`src/rtl/opb_register_bank_ppc2simulink.sv`:
```
// OPB slave register bank: software writes land in shadow registers and a CTRL
// write publishes every shadow to the Simulink-facing outputs in one cycle.

module opb_rb_slice #(
   parameter logic [31:0] RESET_VAL = 32'h0,
   parameter bit          AUTO      = 1'b0
) (
   input  logic        clk,
   input  logic        rst,
   input  logic        wr_en,
   input  logic        clr,
   input  logic        commit,
   input  logic [3:0]  be,
   input  logic [31:0] wdata,
   output logic [31:0] shadow,
   output logic [31:0] out,
   output logic        valid
);

   logic [31:0] merged;

   always_comb begin
      merged = shadow;
      for (int b = 0; b < 4; b++)
         if (be[b]) merged[8*b +: 8] = wdata[8*b +: 8];
   end

   // Clear wins over commit, so a clear+commit publishes the reset value.
   always_ff @(posedge clk) begin
      if (rst) begin
         shadow <= RESET_VAL;
         out    <= RESET_VAL;
         valid  <= 1'b0;
      end else begin
         valid <= 1'b0;
         if (clr)        shadow <= RESET_VAL;
         else if (wr_en) shadow <= merged;
         if (commit) begin
            out   <= clr ? RESET_VAL : shadow;
            valid <= 1'b1;
         end else if (AUTO && wr_en) begin
            out   <= merged;
            valid <= 1'b1;
         end
      end
   end

endmodule

module opb_register_bank_ppc2simulink #(
   parameter logic [31:0] C_BASEADDR    = 32'h01104000,
   parameter logic [31:0] C_HIGHADDR    = 32'h011040FF,
   parameter int          C_OPB_AWIDTH  = 32,
   parameter int          C_OPB_DWIDTH  = 32,
   parameter int          C_NUM_REGS    = 4,
   parameter logic [31:0] C_RESET_VAL   = 32'h00000000,
   parameter bit          C_AUTO_COMMIT = 1'b0,
   parameter string       C_FAMILY      = "virtex6"
) (
   input  logic                         OPB_Clk,
   input  logic                         OPB_Rst,
   input  logic [0:C_OPB_AWIDTH-1]      OPB_ABus,
   input  logic [0:C_OPB_DWIDTH/8-1]    OPB_BE,
   input  logic [0:C_OPB_DWIDTH-1]      OPB_DBus,
   input  logic                         OPB_RNW,
   input  logic                         OPB_select,
   input  logic                         OPB_seqAddr,
   output logic [0:C_OPB_DWIDTH-1]      Sl_DBus,
   output logic                         Sl_errAck,
   output logic                         Sl_retry,
   output logic                         Sl_toutSup,
   output logic                         Sl_xferAck,
   output logic [32*C_NUM_REGS-1:0]     user_data_out,
   output logic [C_NUM_REGS-1:0]        user_data_valid
);

   localparam int N = C_NUM_REGS;
   localparam bit unused_family = (C_FAMILY != "");

   logic [31:0]         abus, wdata, offs, rd_val, dbus_q;
   logic [3:0]          be_v;
   logic [29:0]         word, req_word;
   logic                hit, start, ack_done;
   logic                req_rnw, wr_stb, ctrl, commit, clr;
   logic [3:0]          req_be;
   logic [31:0]         req_data;
   logic [15:0]         commit_count;
   logic [N-1:0][31:0]  shadow;
   logic                unused_ok;

   // Bus vectors are big-endian numbered; positional assignment keeps value bit 31 at DBus[0].
   assign abus  = OPB_ABus;
   assign wdata = OPB_DBus;
   assign be_v  = OPB_BE;
   assign offs  = abus - C_BASEADDR;
   assign word  = offs[31:2];
   assign unused_ok = ^{OPB_seqAddr, offs[1:0], unused_family};

   assign hit   = OPB_select && (abus >= C_BASEADDR) && (abus <= C_HIGHADDR);
   assign start = hit && !ack_done && !Sl_xferAck;

   always_comb begin
      rd_val = 32'h0;
      for (int i = 0; i < N; i++)
         if (word == 30'(i)) rd_val = shadow[i];
      if (word == 30'(N + 1)) rd_val = {16'h0, commit_count};
   end

   always_ff @(posedge OPB_Clk) begin
      if (OPB_Rst) begin
         Sl_xferAck <= 1'b0;
         ack_done   <= 1'b0;
         dbus_q     <= 32'h0;
         req_word   <= 30'h0;
         req_rnw    <= 1'b1;
         req_be     <= 4'h0;
         req_data   <= 32'h0;
      end else begin
         Sl_xferAck <= start;
         dbus_q     <= (start && OPB_RNW) ? rd_val : 32'h0;
         if (start)            ack_done <= 1'b1;
         else if (!OPB_select) ack_done <= 1'b0;
         if (start) begin
            req_word <= word;
            req_rnw  <= OPB_RNW;
            req_be   <= be_v;
            req_data <= wdata;
         end
      end
   end

   // Register writes take effect on the ack-cycle edge.
   assign wr_stb = Sl_xferAck && !req_rnw;
   assign ctrl   = wr_stb && (req_word == 30'(N)) && req_be[0];
   assign commit = ctrl && req_data[0];
   assign clr    = ctrl && req_data[1];

   always_ff @(posedge OPB_Clk) begin
      if (OPB_Rst)     commit_count <= 16'h0;
      else if (commit) commit_count <= commit_count + 16'h1;
   end

   for (genvar i = 0; i < N; i++) begin : g_reg
      opb_rb_slice #(.RESET_VAL(C_RESET_VAL), .AUTO(C_AUTO_COMMIT)) u_slice (
         .clk    (OPB_Clk),
         .rst    (OPB_Rst),
         .wr_en  (wr_stb && (req_word == 30'(i))),
         .clr    (clr),
         .commit (commit),
         .be     (req_be),
         .wdata  (req_data),
         .shadow (shadow[i]),
         .out    (user_data_out[32*i +: 32]),
         .valid  (user_data_valid[i])
      );
   end

   assign Sl_DBus    = dbus_q;
   assign Sl_errAck  = 1'b0;
   assign Sl_retry   = 1'b0;
   assign Sl_toutSup = 1'b0;

endmodule
```
`config.mk`:
```
export PLATFORM = sky130hd
export DESIGN_NAME = opb_register_bank_ppc2simulink
export DESIGN_NICKNAME = d
export VERILOG_FILES = /design/src/rtl/opb_register_bank_ppc2simulink.sv
export SDC_FILE = /design/constraint.sdc
export NUM_CORES = 1
export LEC_CHECK = 0
export ABC_AREA = 1
export CAP_MARGIN = 20
export CORE_MARGIN = 10
export CORE_UTILIZATION = 60
export CTS_BUF_LIST = sky130_fd_sc_hd__clkbuf_4 sky130_fd_sc_hd__clkbuf_8
export DETAILED_ROUTE_END_ITERATION = 8
export DONT_BUFFER_PORTS = 1
export PLACE_DENSITY = 0.87
export SLEW_MARGIN = 10
export SYNTH_ARGS = -nofsm -noshare
export SYNTH_HDL_FRONTEND = slang
export SYNTH_SLANG_ARGS = --single-unit
```
`constraint.sdc`:
```
create_clock -name OPB_Clk -period 4 [get_ports OPB_Clk]
set_input_delay 0.6 -clock OPB_Clk [delete_from_list [all_inputs] [get_ports OPB_Clk]]
set_output_delay 0.6 -clock OPB_Clk [all_outputs]
set_load 0.03 [all_outputs]
```
Yosys cells after proc, flatten, opt, wreduce, memory -nomap -nowiden --
Cells that the tools add are included.
Storage, ports and cells: flip-flop bits (word level) 374, output and inout bits 168
Cells by class: $add $sub $neg 2, $lt $le $gt $ge 2, equality and inequality tests 9, multiplexer cells 12, bitwise operators 1, reduce and logical (&&, ||, !) cells 38
Operators by type and width (count):
- 32-bit two-way mux | 8
- 30-bit by 2-bit == test with 1-bit output (second input constant) | 4
- 30-bit by 1-bit == test with 1-bit output (second input constant) | 2
- 30-bit by 3-bit == test with 1-bit output (second input constant) | 2
- 30-bit logical NOT | 2
- 32-bit by 25-bit >= comparator with 1-bit output (second input constant) | 1
- 32-bit by 25-bit <= comparator with 1-bit output (second input constant) | 1
- 2-bit AND reduction | 16
- 32-bit by 25-bit subtractor with 32-bit output (second input constant) | 1
- 16-bit by 1-bit adder with 16-bit output (second input constant) | 1
- 16-bit two-way mux | 1
- 1-bit logical AND | 14
- 2-bit OR reduction | 2
- 1-bit logical NOT | 3
- 1-bit two-way mux | 3
- 3-bit OR reduction | 1
- 2-bit by 1-bit != test with 1-bit output (second input constant) | 1
- 1-bit NOT | 1

Logic depth before layout (Yosys ltp) --
Gate-level depths: netlist of the first run.
depth in word-level cells 8, gate-level depth with buffers 20, depth with buffers taken out 19

By module --
From an unflattened synthesis of the first run, not the netlist that was laid out.
Second synthesis, totals: cells, all modules 2382, area, all modules 16366.9 µm²
Modules (own cells, without submodules):
- opb_rb_slice | instances 4, cells an instance 349, area each 2523.7 µm², seq. area each 1301.2 µm²
- opb_register_bank_ppc2simulink | instances 1, cells an instance 986, area each 6272.3 µm², seq. area each 2342.2 µm²

Worst setup path before layout of the first run --
No wires, ideal clock.
kind input to register, from input OPB_ABus[16] in the netlist's numbering, to register dbus_q[2], in the netlist Sl_DBus[29], data arrival time 2.570 ns, required time 3.888 ns, setup slack 1.318 ns, stages on the path 15, cell sequence inv_1 ha_1 xnor2_1 nand3_1 nor3_4 nand3_2 nor3_4 nand3_2 buf_2 nand2_1 nor2_1 nor2_1 nand2_1 nand2_1 nand2_1
Between the ends: word-level cells in the longest chain between the ends 8, elaborated cells between the ends (all ways) 20, those cells by class add/sub (1); order compare (2); eq/ne (4); mux (5); bitwise (1); reduce/logical (7)
Ends and longest elaborated chain:
- from (decl) | RTL line 62 | input logic [0:C_OPB_AWIDTH-1] OPB_ABus,
- branches (longest 8 deep; another with 32-bit by 25-bit subtractor with 32-bit output)
- to (signal assigned) | RTL line 120 | dbus_q <= (start && OPB_RNW) ? rd_val : 32'h0;
- to (decl) | RTL line 80 | logic [31:0] abus, wdata, offs, rd_val, dbus_q;
Several ways; the timed one is not identified. A chain may end at the register's enable or synchronous reset.

Final worst setup path of the first run --
from register req_word[4], to register g_reg[3].u_slice.shadow[17]
Between the ends: word-level cells in the longest chain between the ends 5, elaborated cells between the ends (all ways) 8, those cells by class eq/ne (2); reduce/logical (6)
Ends and longest elaborated chain:
- from (decl) | RTL line 82 | logic [29:0] word, req_word;
- from (signal assigned) | RTL line 124 | req_word <= word;
- 30-bit by 3-bit == test with 1-bit output | RTL line 134 | assign ctrl = wr_stb && (req_word == 30'(N)) && req_be[0];
- 1-bit logical AND (2 in series) | RTL line 134
- 1-bit logical AND | RTL line 136 | assign clr = ctrl && req_data[1];
- 2-bit OR reduction (no line)
- to (signal assigned) | RTL line 37 | else if (wr_en) shadow <= merged;
- to (decl) | RTL line 15 | output logic [31:0] shadow,
Parallel ways exist; a longest one is shown, timed or not.

==> results of run 1 <==
-- power breakdown --
group          internal [mW]  switching (mW)
Clock                   1.95            1.48
Sequential              3.72    0.0000000770
Combinational         0.0360           0.112
Total                   5.71            1.59
-- stage by stage --
stage / std cells / setup slack [ns]
after floorplan: 2015 / 1.32
after global placement: 2240 / 0.659
after detailed placement: 2240 / 0.652
after CTS: 2344 / 1.20
after global routing: 2352 / 0.837
final: 2354 / 1.09
-- Yosys cell counts (3+ instances only) --
library cell	instances	area, µm²
o21a_1	16	120
nor2_1	116	435
a21oi_1	220	1100
nand3_2	3	30.0
inv_2	4	15.0
dfxtp_1	374	7490
buf_4	10	75.1
xor2_1	6	52.6
ha_1	4	50.1
o31ai_1	75	563
o21ai_1	8	40.0
buf_1	15	56.3
inv_1	218	818
clkbuf_1	86	323
nor3_1	12	60.1
nor4_1	10	62.6
nand2_1	290	1090
nand4_1	32	200
a211oi_1	4	30.0
o21ai_0	237	1190
buf_2	18	90.1
nand3_1	240	1200
-- layout make-up --
class	count	area, µm²	share of cell area
Clock inverter	7	75.1	0.00452
Clock buffer	97	1200	0.0725
Timing Repair Buffer	25	188	0.0113
Antenna cell	10	25.0	0.00151
Tap cell	330	413	0.0249
Inverter	224	843	0.0508
Multi-Input combinational cell	1287	6360	0.383
Sequential cell	374	7490	0.451
-- sequential cells by signal, summed over array words and instances, names as in the netlist --
register and cells:
ack_done 1, req_data 32, Sl_xferAck 1, g.u_slice.out 128, Sl_DBus 32, req_word 30
commit_count 16, g.u_slice.valid 1, req_be 4, req_rnw 1, g.u_slice.shadow 128
-- how the worst min path moves through the flow --
stage          slack [ns]  depth (start not counted)         endpoint
6_report             0.06                          1  commit_count[9]
2_1_floorplan        0.43                          2     req_word[24]
5_1_grt              0.06                          1  commit_count[9]
3_3_place_gp         0.44                          2     req_word[26]
4_1_cts              0.05                          1  commit_count[9]
3_5_place_dp         0.46                          2     req_word[24]
-- per-layer routing --
layer  vias up  global-route usage
li1       6697                   -
met1      6491               0.376
met2       810               0.402
met3        80              0.0931
met4         2              0.0940
met5         -                   0
-- logic make-up (layout without fill, tap and decap cells) --
family	Yosys count	after routing	synth area share
other	1	13	0.000246
and+or+nand+nor	713	713	0.209
adders and majority gates	4	4	0.00329
xor gates and xnor gates	7	7	0.00403
AOI/OAI and AO/OA	560	560	0.200
buffers and inverters	354	353	0.0917
DFF	374	374	0.492
-- critical path, delay by kind of cell, from the launching register on --
kind	cells	cell delay, ns
simple gates	5	1.32
flops	1	0.32
compound gates	2	0.26
buf+inv	2	0.82
==> results_dict.tcl, run 1 <==
set metrics [dict create \
    cp_max_fo 65 \
    grt_usage 0.276 \
    holdCritStartpoint "OPB_Rst" \
    hp-class "input pin to flip-flop" \
    grt-ovfl-total 0 \
    grt_pass1_wl_mm 71.0 \
    crit_chain "nor4_2, nand4_1, nor4_1, nand3_1, nand2_1, inv_2, buf_4, o21ai_0, a21oi_1" \
    fin_skew_ns 0.0245 \
    rr_worst_depth 9 \
    holdBufCountCts 0 \
    syn_inst 2013 \
    rows 58 \
    arrival_ns 3.38 \
    syn_to_final_growth_pct 9.02 \
    ir_worst_vdd_mv 0.324 \
    r2r-end "g_reg[3].u_slice.shadow[17]" \
    dr_wl_met3_mm 6.10 \
    vias 14100 \
    syn_area_um2 15200 \
    clkTransAtPathRegs_ns 0.07 \
    wl_per_cell_um 19.8 \
    finalHoldViolations 0 \
    ys_warn_count 0 \
    antenna_found_initial 10 \
    leakage_nw 6.54 \
    fin_tns_setup_ns 0 \
    fin_nets 2045 \
    cp.required_ns 4.47 \
    final_cell_area_um2 16600 \
    r2r-start "req_word[4]" \
    cts_buffers 56 \
    slowest_stage "nor4_2" \
    drtIter0Drc 1882 \
    vias_per_cell 5.98 \
    crit_path_max_incr_delay_ns 0.56 \
    cts.sinks 374 \
    cts_root_buf "clkbuf_8" \
    async_reset_ff_frac 0 \
    endpoint "g_reg[3].u_slice.shadow[17]" \
    mostFrequentLayoutCell "dfxtp_1" \
    wl_met2_mm 20.2 \
    status "finished, final reports clean" \
    fin_util 0.663 \
    io_pins 241 \
    drive_gt1_frac 0.0745 \
    cts_htree_levels 2 \
    drc 0 \
    die_x_um 179 \
    fmax_mhz 343 \
    synth_cell_type_count 34 \
    slew_viol_final 0 \
    wl_mm 46.7 \
    die_h_um 179 \
    fin_hold_ws_ns 0.0612 \
    io_buffers 0 \
    cts_tree "yes" \
    ys.flop_type "dfxtp_1" \
    crit_path_end_kind "flip-flop" \
    post_cts_buffers 0 \
    fillerInstances 2044 \
    grt_max_degree 81 \
    power_density_nw_per_um2 440 \
    cp-startpoint "req_word[4]" \
    grt_pass1_vias 12700 \
    drv_cap 0 \
    worst_pin_slew_ns 1.14 \
    initial_core_util 0.608 \
    maxSlewHeadroom 0.236 \
    clk_latency_ns 0.61 \
    fin_crit_sh 0.728 \
    totalPowerFinal_mw 7.30 \
    r2r_slack_ns 1.09 \
    layout_common_cells "dfxtp_1 (373), nand2_1 (290), nand3_1 (239)" \
    setup_viol 0 \
    clk_path_buf_depth 3 \
    startpoint_type "flip-flop" \
    gp_congestion 0.933 \
    synth_seq_area_share 0.492 \
    core-area_um2 25000 \
    highest_layer "met5" \
    synth_area_per_cell_um2 7.56 \
    synth_edf_count 0 \
    dieArea_um2 32100 \
    rsz0062_at_grt "false" \
    postCtsResizedCells 0 \
    met1Wirelength_mm 19.2 \
    synth-seq-cells 374 \
    finalCriticalPeriod_ns 2.91 \
    place_hpwl_mm 32.5 \
    firstDrtPassIters 7 \
    placed_area_um2 15300 \
    crit_type "flip-flop to flip-flop" \
    postRouteAntennaNets 0 \
]
(Power assumes the default switching activity.)
==> inputs of run 2 (changes only) <==
Clock period 4 ns to 2.8 ns, I/O delays scaled along.
==> run 2 against run 1 <==
Net effect:
- cell count up 1.2%
- register-to-register slack got worse by 0.79 ns
- routed wire length rose by 1.1%
- highest routed layer unchanged
==> results_dict.tcl, run 2 (same netlist as run 1, synthesis figures left out) <==
set metrics [dict create \
    clkTransAtPathRegs_ns 0.07 \
    fin_hold_ws_ns 0.0181 \
    fmax_mhz 399 \
    clk_latency_ns 0.61 \
    internal_power_mw 7.96 \
    core-area_um2 25000 \
    cts.sinks 374 \
    gp_congestion 0.922 \
    vias 14400 \
    fin_crit_sh 0.895 \
    swShare 0.219 \
    rows 58 \
    postRouteAntennaNets 0 \
    slowest_stage "nor2_1" \
    top_regs "g.u_slice.out (128), g.u_slice.shadow (128)" \
    worst_pin_slew_ns 0.783 \
    firstDrtPassIters 7 \
    rsz0062_at_grt "false" \
    grt_max_degree 118 \
    cp_max_fo 8 \
    initial_core_util 0.608 \
    drive_gt1_frac 0.0819 \
    share_comb_of_total_power 0.023 \
    hp-class "input pin to flip-flop" \
    dieArea_um2 32100 \
    seq_area_um2 7490 \
    drc 0 \
    crit_path_max_incr_delay_ns 0.55 \
    finalHoldViolations 0 \
    wl_mm 47.2 \
    clk_path_buf_depth 3 \
    startpoint_type "flip-flop" \
    seqPwrFrac 0.522 \
    fin_skew_ns 0.0179 \
    layout_common_cells "dfxtp_1 (373), nand2_1 (290), nand3_1 (239)" \
    cp.required_ns 3.32 \
    cts_root_buf "clkbuf_8" \
    mostFrequentLayoutCell "dfxtp_1" \
    cts_htree_levels 2 \
    io_buffers 0 \
    leakage_nw 6.70 \
    die_h_um 179 \
    setup_viol 0 \
    antenna_found_initial 14 \
    drtIter0Drc 1781 \
    wl_per_cell_um 19.8 \
    drv_cap 0 \
    fillerInstances 1998 \
    fin_nets 2081 \
    grt_pass1_vias 13000 \
    grt_pass1_wl_mm 72.2 \
    slew_viol_final 0 \
    io_pins 241 \
    multi_input_area_um2 6370 \
    totalPowerFinal_mw 10.2 \
    crit_top_cell "nor2_1" \
    crit_type "flip-flop to flip-flop" \
    clkPwrFrac 0.455 \
    ir_worst_vdd_mv 0.378 \
    arrival_ns 3.03 \
    grt-ovfl-total 0 \
    cts_tree "yes" \
    vias_per_cell 6.03 \
    finalCriticalPeriod_ns 2.51 \
    place_hpwl_mm 33.3 \
    status "finished, final reports clean" \
    post_cts_buffers 0 \
    cts_buffers 56 \
    crit_path_end_kind "flip-flop" \
    power_density_nw_per_um2 603 \
    maxSlewHeadroom 0.478 \
    p_sw_mw 2.24 \
    grt_usage 0.281 \
    syn_to_final_growth_pct 11.1 \
    crit_chain "nor4_1, nand2_1, nor2_1, buf_4, nand4_1, nor2_1, o21ai_0, a21oi_1" \
    die_x_um 179 \
]
==> run 2: power by group through the flow <==
stage / Sequential, mW / Clock (mW) / Combinational [mW]
after floorplan: 5.44 / 0 / 0.173
after global placement: 5.44 / 0 / 0.210
after detailed placement: 5.44 / 0 / 0.216
after CTS: 5.32 / 4.64 / 0.230
after global routing: 5.32 / 4.88 / 0.264
final: 5.32 / 4.63 / 0.239
==> run 2: repair_timing <==
item | 4_1_cts | 5_1_grt
setup endpoints to repair | 0 | 1
hold buffers | 9 | 0
resized for setup | 0 | 1
endpoints found under the hold margin | 16 | 0
==> run 2: metal layers <==
layer,up-vias,track usage,share of wire
met5,-,0,0.00068
met4,4,0.114,0.038
met3,116,0.106,0.14
met2,911,0.399,0.43
met1,6575,0.375,0.39
li1,6749,-,-
==> run 2: layout make-up <==
cell class	count	share of cell area
Sequential cell	374	0.443
Multi-Input combinational cell	1287	0.376
Clock buffer	88	0.0650
Inverter	224	0.0499
Timing Repair Buffer	61	0.0358
Tap cell	330	0.0244
Clock inverter	6	0.00407
Antenna cell	12	0.00178
==> run 2: worst paths after layout <==
kind	from	cells after the start	endpoint	slack [ns]
max reg2reg	req_word[12]	8	g_reg[1].u_slice.shadow[10]	0.29
min reg2reg	req_word[24]	2	req_word[24]	0.46
max	req_word[12]	8	g_reg[1].u_slice.shadow[10]	0.29
min	OPB_DBus[8]	2	req_data[23]	0.02
==> run 2: stage by stage <==
stage          setup slack [ns]  std cells  area (µm²)  TNS [ns]   util
3_5_place_dp            -0.0290       2267       15600   -0.0290  0.624
3_3_place_gp             0.0640       2267       15600         0  0.624
6_report                  0.294       2382       16900         0  0.676
5_1_grt                   0.113       2380       16900         0  0.675
4_1_cts                   0.282       2370       16900         0  0.674
2_1_floorplan             0.298       2015       15200         0      -
==> run 2: worst max-delay path, delay by kind of cell (launching register included) <==
family | cells | cell delay [ns]
and+or+nand+nor | 5 | 1.62
DFF | 1 | 0.32
AOI/OAI and AO/OA | 2 | 0.32
buffers and inverters | 1 | 0.17
